--- src/rtl/x_operand_buffer.sv ---
// X-operand buffer: streams bus words into BANKS row banks, rotates them element-wise on x_shift,
// and presents a shift_count-selected window. Optional build macro: XBUF_SEL_ROTATE_EN.
module x_operand_buffer #(
  parameter int ELEM_W          = 8,
  parameter int WORD_W          = 32,
  parameter int BANKS           = 3,
  parameter int BANK_ELEMS      = 9,
  parameter int WIN_ELEMS       = 7,
  parameter int SHIFTS_PER_BANK = 3,
  parameter int SC_W            = 4
) (
  input  logic                                  clk,
  input  logic                                  rst,
  input  logic                                  load_start,
  input  logic                                  in_valid,
  output logic                                  in_ready,
  input  logic [WORD_W-1:0]                     in_data,
  input  logic                                  x_shift,
  input  logic [SC_W-1:0]                       shift_count,
  output logic [WIN_ELEMS*ELEM_W-1:0]           x_win,
  output logic                                  x_valid,
  output logic                                  load_done,
  output logic [$clog2(BANK_ELEMS)-1:0]         rot_cnt
);

  localparam int EPW   = WORD_W / ELEM_W;
  localparam int WPB   = (BANK_ELEMS + EPW - 1) / EPW;
  localparam int WIN_W = WIN_ELEMS * ELEM_W;
  localparam int RC_W  = $clog2(BANK_ELEMS);
  localparam int WC_W  = (WPB > 1) ? $clog2(WPB) : 1;
  localparam int BC_W  = (BANKS > 1) ? $clog2(BANKS) : 1;

  typedef enum logic [1:0] {IDLE, LOAD, FULL} state_t;

  state_t state_reg, state_next;

  // elem_reg[b][p]: position p=0 is the MSB element of the bank
  logic [ELEM_W-1:0] elem_reg [BANKS][BANK_ELEMS];
  logic [WC_W-1:0]   word_cnt_reg;
  logic [BC_W-1:0]   bank_cnt_reg;
  logic [RC_W-1:0]   rot_cnt_reg;

  logic            accept;
  logic            last_word;
  logic            shift_en;
  logic [SC_W-1:0] sel;

  assign in_ready  = (state_reg == LOAD);
  assign x_valid   = (state_reg == FULL);
  assign load_done = x_valid;
  assign rot_cnt   = rot_cnt_reg;

  // load_start takes priority: a coincident word or rotation is dropped
  assign accept    = in_valid & in_ready & ~load_start;
  assign last_word = accept && (word_cnt_reg == WC_W'(WPB - 1)) && (bank_cnt_reg == BC_W'(BANKS - 1));
  assign shift_en  = (state_reg == FULL) & x_shift & ~load_start;
  assign sel       = shift_count / SC_W'(SHIFTS_PER_BANK);

  always_ff @(posedge clk or negedge rst) begin
    if (!rst) state_reg <= IDLE;
    else      state_reg <= state_next;
  end

  always_comb begin
    state_next = state_reg;
    if (load_start) begin
      state_next = LOAD;
    end else begin
      case (state_reg)
        LOAD:    if (last_word) state_next = FULL;
        default: state_next = state_reg;
      endcase
    end
  end

  always_ff @(posedge clk or negedge rst) begin
    if (!rst) begin
      word_cnt_reg <= '0;
      bank_cnt_reg <= '0;
      rot_cnt_reg  <= '0;
      for (int b = 0; b < BANKS; b++)
        for (int p = 0; p < BANK_ELEMS; p++)
          elem_reg[b][p] <= '0;
    end else if (load_start) begin
      word_cnt_reg <= '0;
      bank_cnt_reg <= '0;
      rot_cnt_reg  <= '0;
      for (int b = 0; b < BANKS; b++)
        for (int p = 0; p < BANK_ELEMS; p++)
          elem_reg[b][p] <= '0;
    end else begin
      if (accept) begin
        // Word k fills positions k*EPW .. k*EPW+EPW-1; positions past the bank end never match
        for (int b = 0; b < BANKS; b++)
          for (int p = 0; p < BANK_ELEMS; p++)
            if (bank_cnt_reg == BC_W'(b) && word_cnt_reg == WC_W'(p / EPW))
              elem_reg[b][p] <= in_data[(p % EPW) * ELEM_W +: ELEM_W];
        if (word_cnt_reg == WC_W'(WPB - 1)) begin
          word_cnt_reg <= '0;
          bank_cnt_reg <= (bank_cnt_reg == BC_W'(BANKS - 1)) ? '0 : bank_cnt_reg + 1'b1;
        end else begin
          word_cnt_reg <= word_cnt_reg + 1'b1;
        end
      end
      if (shift_en) begin
        rot_cnt_reg <= (rot_cnt_reg == RC_W'(BANK_ELEMS - 1)) ? '0 : rot_cnt_reg + 1'b1;
        for (int b = 0; b < BANKS; b++) begin
`ifdef XBUF_SEL_ROTATE_EN
          if (sel == SC_W'(b)) begin
`else
          begin
`endif
            for (int p = 0; p < BANK_ELEMS; p++)
              elem_reg[b][p] <= elem_reg[b][(p + 1) % BANK_ELEMS];
          end
        end
      end
    end
  end

  // Window is purely combinational so shift_count changes show up immediately
  always_comb begin
    x_win = '0;
    for (int b = 0; b < BANKS; b++)
      if (sel == SC_W'(b))
        for (int w = 0; w < WIN_ELEMS; w++)
          x_win[WIN_W - 1 - w * ELEM_W -: ELEM_W] = elem_reg[b][w];
  end

endmodule
--- config.mk ---
export PLATFORM = sky130hd
export DESIGN_NAME = x_operand_buffer
export DESIGN_NICKNAME = d
export VERILOG_FILES = /design/src/rtl/x_operand_buffer.sv
export SDC_FILE = /design/constraint.sdc
export NUM_CORES = 1
export LEC_CHECK = 0
export CORE_MARGIN = 2
export CORE_UTILIZATION = 30
export CTS_BUF_LIST = sky130_fd_sc_hd__clkbuf_4 sky130_fd_sc_hd__clkbuf_8 sky130_fd_sc_hd__clkbuf_16
export DETAILED_ROUTE_END_ITERATION = 8
export HOLD_SLACK_MARGIN = 0.08
export PLACE_DENSITY = 0.43
export SLEW_MARGIN = 20
export SYNTH_ARGS = -nofsm -noshare
export SYNTH_HDL_FRONTEND = slang
export SYNTH_SLANG_ARGS = --single-unit
--- constraint.sdc ---
create_clock -name clk -period 2.6 [get_ports clk]
set_input_delay 0.39 -clock clk [delete_from_list [all_inputs] [get_ports clk]]
set_output_delay 0.39 -clock clk [all_outputs]
set_load 0.02 [all_outputs]
Yosys cells after proc, flatten, opt, wreduce, memory -nomap -nowiden
Cells that the tools add are included.
- register bits after elaboration: 226
- output and inout bits: 63
- logic and storage cells: 135
- $add $sub $neg: 3
- divide/modulo/power cells: 1
- eq/ne operators: 9
- mux-type cells: 46
- bitwise operators: 5
- reductions and logical operators: 40
- operators by type and width (kind ; count):
    216-bit two-way mux ; 3
    8-bit two-way mux ; 27
    56-bit two-way mux ; 3
    3-bit nonzero test ; 10
    2-bit AND reduction ; 11
    2-bit two-way mux ; 10
    4-bit two-way mux ; 3
    1-bit logical AND ; 11
    2-bit nonzero test ; 5
    2-bit by 1-bit == test with 1-bit output, second input constant ; 3
    2-bit == test, second input constant ; 3
    2-bit by 1-bit adder with 2-bit output, second input constant ; 2
    4-bit by 1-bit adder with 4-bit output, second input constant ; 1
    1-bit AND ; 4
    4-bit by 2-bit divider with 4-bit output, second input constant ; 1
    4-bit by 1-bit == test with 1-bit output, second input constant ; 1
    4-bit by 2-bit == test with 1-bit output, second input constant ; 1
    4-bit == test, second input constant ; 1
    2-bit logical NOT ; 2
    4-bit logical NOT ; 1
    1-bit NOT ; 1

Logic depth before layout (Yosys ltp)
Gate-level depths: netlist of run 1.
- depth after elaboration: 8
- mapped depth: 10
- depth with buffers taken out: 8

Worst setup path before layout of run 1
OpenSTA, ideal clock, no wires.
- path kind: in2out
- from: in shift_count[2]
- to: out x_win[25]
- arrival time: 2171 ps
- setup slack: 39 ps
- stages: 9
- buffers on the path: 2
- cells stage by stage: nor2b_1 ha_1 inv_1 ha_1 inv_1 a2111oi_0 buf_2 buf_1 a221o_1
- word-level cells in the longest chain between the ends: 5
- elaborated cells between the ends (all ways): 7
- classes of those cells: div: 1; eq/ne: 2; mux: 3; reduce/logical: 1
- ends and longest elaborated chain (element ; RTL line ; source):
    start, declared ; 19 ; input logic [SC_W-1:0] shift_count,
    4-bit by 2-bit divider with 4-bit output (*) ; 57 ; assign sel = shift_count / SC_W'(SHIFTS_PER_BANK);
    4-bit logical NOT ; 125 ; if (sel == SC_W'(b))
    56-bit two-way mux (2 in a row) ; 125 ;
    56-bit two-way mux (*) ; 125 ;
    end, declared ; 20 ; output logic [WIN_ELEMS*ELEM_W-1:0] x_win,
Every way passes the cells marked *; elsewhere a longest branch is shown, timed or not.

Worst setup path in the final report of run 1
- from: in shift_count[2]
- to: out x_win[2]
The elaborated chain is that of the path after synthesis.

==> results of run 1 <==
per-layer routing:
layer / global-route usage, % / vias to the layer above
met5: 0 / -
met4: 6.76 / 0
met3: 3.56 / 72
met2: 34.2 / 371
met1: 35.2 / 5033
li1: - / 4571
worst max-delay path, cell delays in order:
cell,delay (ns)
buf_6,0.07
nor2b_4,0.14
ha_4,0.13
inv_2,0.04
ha_4,0.26
nand2b_4,0.05
a221oi_4,0.25
buf_6,0.21
buf_12,0.11
buf_16,0.11
and3_4,0.17
a221o_1,0.17
buf_6,0.14
cell families after synthesis:
family / Yosys count
simple gates: 428
compound gates: 406
flops: 226
buf+inv: 129
mux: 10
fa+ha+maj: 4
area by class of cell:
type	instances	area, sq um
Clock inverter	7	115
Timing Repair Buffer	169	1850
Multi-Input combinational cell	848	4960
Fill cell	3700	22500
Sequential cell	226	5660
Tap cell	468	586
Clock buffer	40	830
Inverter	16	60.1
stage by stage:
stage	setup TNS (ns)	hold WS [ns]	setup WS (ns)	util (%)
2_1_floorplan	0	0.0944	0.0385	-
3_3_place_gp	-46.60	0.410	-0.890	35.4
3_5_place_dp	-46.38	0.403	-0.900	35.4
4_1_cts	-0.924	0.437	-0.0793	38.3
5_1_grt	-0.374	0.444	-0.110	38.5
6_report	-0.0446	0.406	-0.0446	38.5
where the power goes:
group          total, mW  internal, mW  leakage [nW]  switching [mW]
sequential          4.16          3.81          2.86           0.345
clock               4.05          2.49         0.466            1.56
combinational       1.37         0.550          2.74           0.817
total               9.57          6.85          6.07            2.73
cells in the final DEF (no fill, tap or decap), types with 15 or more instances in the layout:
master / n
inv_1: 15
o21ai_0: 106
dfrtp_1: 226
nand2_1: 238
nor2_1: 100
clkbuf_16: 27
buf_4: 37
and3_1: 52
a21oi_1: 16
clkdlybuf4s50_1: 43
buf_6: 21
a22oi_1: 104
buf_12: 29
buf_2: 30
a221o_1: 56
a31oi_1: 97
worst paths after layout:
| check | from | endpoint | slack (ns) | cells after the start |
|---|---|---|---|---|
| max | shift_count[2] | x_win[2] | -0.04 | 13 |
| min | rst | elem_reg[67] | 0.41 | 2 |
| min reg2reg | elem_reg[153] | elem_reg[153] | 0.48 | 2 |
| max in group asynchronous | rst | elem_reg[128] | 1.28 | 3 |
| min in group clk | elem_reg[153] | elem_reg[153] | 0.48 | 2 |
| max reg2reg | state_reg[0] | elem_reg[150] | 0.62 | 5 |
repair_timing:
action	in CTS	in global routing
pin swaps	5	2
endpoints found under the setup margin	56	53
endpoints found under the hold margin	60	0
resized for setup	272	25
hold buffers	1	0
gates cloned	5	0
buffers inserted	5	4
==> reports/qor.csv, run 1 <==
metric;value;unit
outcome;finished with violations;
failing checks;setup timing;
nets;1333;
gpl congestion;0.812;
Area contributors post-synth;dfrtp_1 (51%), nand2_1 (8.1%), a22oi_1 (7.0%), a31oi_1 (5.5%), a221o_1 (5.1%);
RSZ-0062 raised after global routing;yes;
Via Count;10000;
port bufs;103;
Clock Sinks;226;
H-tree lvl count;1;
antenna-violating nets left;0;
die height;196;um
kind of start point of the critical path;input pin;
Syn Inst Count;1203;
synth-to-layout area growth;26.7;%
Post-synth EDFFs;0;
All-Layer GR Usage;23.3;%
commonest cells in the synthesized netlist;nand2_1 (238), dfrtp_1 (226), o21ai_0 (107);
DRT Pass-1 Iters;8;
Root Driver;clkbuf_16;
min Tclk post-route;2.64;ns
worst vdd ir;0.000561;V
DRC Markers;0;
antenna cells;0;
largest net degree at the start of global routing;75;
DRT met1 WL;21200;um
initial antenna violation count;0;
total congestion overflow;0;
post-synthesis sequential area ratio;51.0;%
Starting DRT DRC Count;903;
largest family of logic cells by synthesized area;compound AO/OA/AOI/OAI gates;
flops & latches, synth;226;
WL final;44800;um
number of global-route vias before repair;9639;
top cell type by total area after synthesis;dfrtp_1;
insertion delay to the later sink of the worst-skew pair;0.54;ns
Unique masters post-synth;43;
Die Area;0.0385;sq mm
final cell count without fillers;1774;
share of the synthesized area in the top cell type;51.0;%
Max FO, Critical Path;4;
adder-cell share of the synthesized area;0.451;%
setup ws final;-0.0446;ns
Synth async-reset ratio;100;%
Power Density;681;mW/mm^2
DR WL/cell;25.2;um
Tightest Pin Transition;0.803;ns
Yosys warning total;0;
Reg clk slew, reported paths;0.06;ns
Initial Util;30.4;%
Finished Cell Area;0.0140;sq mm
core area;0.0365;sq mm
DR WL met2;19400;um
worst hold path type;input pin to async pin;
Required @ worst endpoint;2.21;ns
prevailing post-synth register cell;dfrtp_1;
share of cells above drive strength 1;15.0;%
Setup crit end kind;output port;
Final period util;102;%
Hold Vio Cnt, Final;0;
hpwl dp;31000;um
most instantiated library cell after synthesis;nand2_1;
post-synth net total;1248;
CTS tree;yes;
total CTS buffers;27;
Syn Area/Cell;9.21;sq um
placed cell area;0.0129;sq mm
max-cap violations;0;
Slew Limit Fails;0;
post-synthesis compound-gate area fraction;25.4;%
placed insts;1713;
final setup fails;1;
DR vias/cell;5.66;
# rows;70;
post-synthesis mux area share;0.903;%
XOR/XNOR Fraction of Synth Area;0;%
Die Span X;196;um
wire length on met3;2830;um
P_leak;6.07;nW
fmax;0.378;GHz
max FFs per register;216;
io pins;104;
Worst EP arrival;2.25;ns
Crit Path Class;input pin to output port;
total power;9.57;mW
first-pass GRT wire length;66700;um
top layer in use;met4;
clk buf depth;3;
Syn Std Cell Area;0.0111;sq mm
Setup Skew;0.00631;ns
Synth Area in Simple Gates;16.7;%
relative slew slack;46.5;%
Note: power is estimated with default switching activity, not from simulation.
==> run 2: changes to the inputs <==
- CTS_BUF_LIST: sky130_fd_sc_hd__clkbuf_4 sky130_fd_sc_hd__clkbuf_8 sky130_fd_sc_hd__clkbuf_16 -> sky130_fd_sc_hd__clkbuf_8
- clock period: 2.6 -> 2.77 ns (I/O delays scaled with it)
==> run 2 against run 1 <==
The run now ends clean. Global-route usage shrank 0.49 points. Power shrank 9.8%. Critical path depth is the same. Worst setup slack gained 0.099 ns. Sequential power shrank 6.0%. Utilization is essentially flat. Clock skew grew 0.011 ns. Die area is the same. First-iteration DRC count grew 6.2%. Design area is essentially flat. Via count grew 0.57%. Critical path type unchanged. Largest power group unchanged.
==> reports/qor.csv, run 2 (synthesis gave the netlist of run 1 again) <==
metric;value;unit;change
Seq pwr share;45.2;%;+1.8 points
Initial Util;30.4;%;unchanged
min Tclk post-route;2.72;ns;
CTS tree;yes;;
placed cell area;0.0130;sq mm;+0.37%
Crit Path Class;input pin to output port;;
nets;1351;;+1.4%
Worst EP arrival;2.30;ns;+0.05 ns
Setup Skew;0.0173;ns;+0.0110 ns
Reg clk slew, reported paths;0.05;ns;about the same
CP endpoint;x_win[33];;
initial antenna violation count;0;;unchanged
final setup fails;0;;-1
Slew Limit Fails;0;;unchanged
worst reg2reg setup slack;0.65;ns;+0.03 ns
port bufs;103;;unchanged
clock share of power;39.8;%;-2.5 points
total CTS buffers;44;;+63%
Required @ worst endpoint;2.35;ns;+0.14 ns
Power Density;614;mW/mm^2;-9.8%
Sw Ratio;29.9;%;+1.5 points
first-pass GRT wire length;65600;um;-1.7%
number of global-route vias before repair;9870;;+2.4%
DRC Markers;0;;unchanged
Root Driver;clkbuf_8;;
WL final;44700;um;about the same
Internal Pwr Total;6.05;mW;-12%
Finished Cell Area;0.0141;sq mm;about the same
P_sw;2.58;mW;-5.2%
DR vias/cell;5.59;;-1.2%
DRT Pass-1 Iters;5;;-3
worst vdd ir;0.000304;V;-46%
synth-to-layout area growth;26.8;%;about the same
die height;196;um;unchanged
Tightest Pin Transition;0.766;ns;-0.0370 ns
Hold Vio Cnt, Final;0;;unchanged
Die Span X;196;um;unchanged
relative slew slack;48.9;%;+2.5 points
antenna-violating nets left;0;;unchanged
Clock Sinks;226;;unchanged
Final period util;98.0;%;
Critical Path Source;shift_count[2];;
Setup crit end kind;output port;;
FF-to-FF End;elem_reg[6];;
fmax;0.368;GHz;
insertion delay to the later sink of the worst-skew pair;0.55;ns;about the same
worst hold path type;input pin to async pin;;
gpl congestion;0.829;;+2.1%
P_leak;6.13;nW;+0.96%
core area;0.0365;sq mm;unchanged
outcome;finished clean;;
All-Layer GR Usage;22.8;%;-0.49 points
Starting DRT DRC Count;959;;+6.2%
largest net degree at the start of global routing;70;;-6.7%
total power;8.63;mW;-9.8%
RSZ-0062 raised after global routing;yes;;
max FFs per register;216;;unchanged
# rows;70;;unchanged
total congestion overflow;0;;unchanged
Max FO, Critical Path;8;;+4
Via Count;10100;;+0.57%
commonest non-fill, non-tap cell in the layout;nand2_1;;
Die Area;0.0385;sq mm;unchanged
FILL cells;3707;;+0.19%
max-cap violations;0;;unchanged
kind of start point of the critical path;input pin;;
reg2reg path depth;5;;unchanged
combinational group share of total power;15.0;%;+0.7 points
clk buf depth;3;;unchanged
hpwl dp;31000;um;+0.10%
most frequent cells in the layout;nand2_1 (238), dfrtp_1 (226), o21ai_0 (106);;
antenna cells;0;;unchanged
setup TNS;0;ns;+0.0446 ns
DR WL/cell;24.8;um;-1.9%
reg2reg start;state_reg[0];;
H-tree lvl count;2;;+1
io pins;104;;unchanged
share of cells above drive strength 1;16.0;%;+0.99 points
## run 2: cell count changes in the layout (fill, tap and decap cells not counted), moves of 2 or more
| cell | delta |
|---|---|
| clkinv_2 | +2 |
| buf_4 | +6 |
| clkbuf_4 | -4 |
| clkdlybuf4s15_2 | +6 |
| buf_6 | -6 |
| bufinv_16 | -3 |
| clkinvlp_4 | -2 |
| buf_2 | -7 |
| inv_1 | +13 |
| clkbuf_16 | -22 |
| clkbuf_8 | +52 |
## run 2: worst min path at each step
stage          cells after the start               to
6_report                           2     elem_reg[59]
5_1_grt                            2    elem_reg[132]
4_1_cts                            2     elem_reg[59]
3_5_place_dp                       1     elem_reg[59]
3_3_place_gp                       1    elem_reg[203]
2_1_floorplan                      0  bank_cnt_reg[0]
## run 2: critical path, cell delays in order
cell and delay [ns]:
buf_6 0.07, nor2b_4 0.15, ha_4 0.13, inv_2 0.04, ha_4 0.26, nand2b_4 0.05
a221oi_4 0.21, buf_6 0.18, buf_12 0.19, clkbuf_16 0.17, and3_4 0.17, a221o_1 0.13
buf_6 0.12
## run 2: layer usage
metal / vias up / track usage (%) / wire length [um]
met2: 340 / 35.0 / 20200
met4: 0 / 5.70 / 978
met3: 61 / 4.16 / 2570
li1: 4613 / - / -
met5: - / 0 / 0
met1: 5090 / 33.1 / 21000
## run 2: stage by stage
stage	setup WS (ns)	std cells	util (%)	hold WS (ns)
after detailed placement	-0.734	1716	35.5	0.430
after global placement	-0.749	1716	35.5	0.441
after global routing	-0.0386	1806	38.5	0.460
final	0.0543	1806	38.5	0.425
after CTS	-0.0117	1800	37.8	0.450
after floorplan	0.158	1203	-	0.120
## run 2: area by class of cell
| class | instances | area (sq um) | share of cell area, % |
|---|---|---|---|
| repair buffers | 170 | 1890 | 13.5 |
| well taps | 468 | 586 | 4.17 |
| multi-input cells | 848 | 4950 | 35.2 |
| clock buffers | 61 | 840 | 5.97 |
| flip-flops and latches | 226 | 5660 | 40.2 |
| inverters | 16 | 60.1 | 0.427 |
| clock inverters | 17 | 68.8 | 0.490 |
## run 2: power groups by stage
stage / Combinational [mW] / Clock, mW / Sequential, mW
6_report: 1.29 / 3.44 / 3.91
5_1_grt: 1.41 / 3.67 / 3.93
4_1_cts: 1.24 / 3.52 / 3.90
3_5_place_dp: 1.28 / 0 / 3.96
3_3_place_gp: 1.27 / 0 / 3.96
2_1_floorplan: 0.681 / 0 / 3.78
## run 2: repair_timing
action / 4_1_cts / 5_1_grt
pin swaps: 1 / 3
buffers inserted: 3 / 1
resized for setup: 236 / 44
endpoints found under the hold margin: 66 / 0
gates cloned: 2 / 5
hold buffers: 1 / 0
setup endpoints to repair: 56 / 56
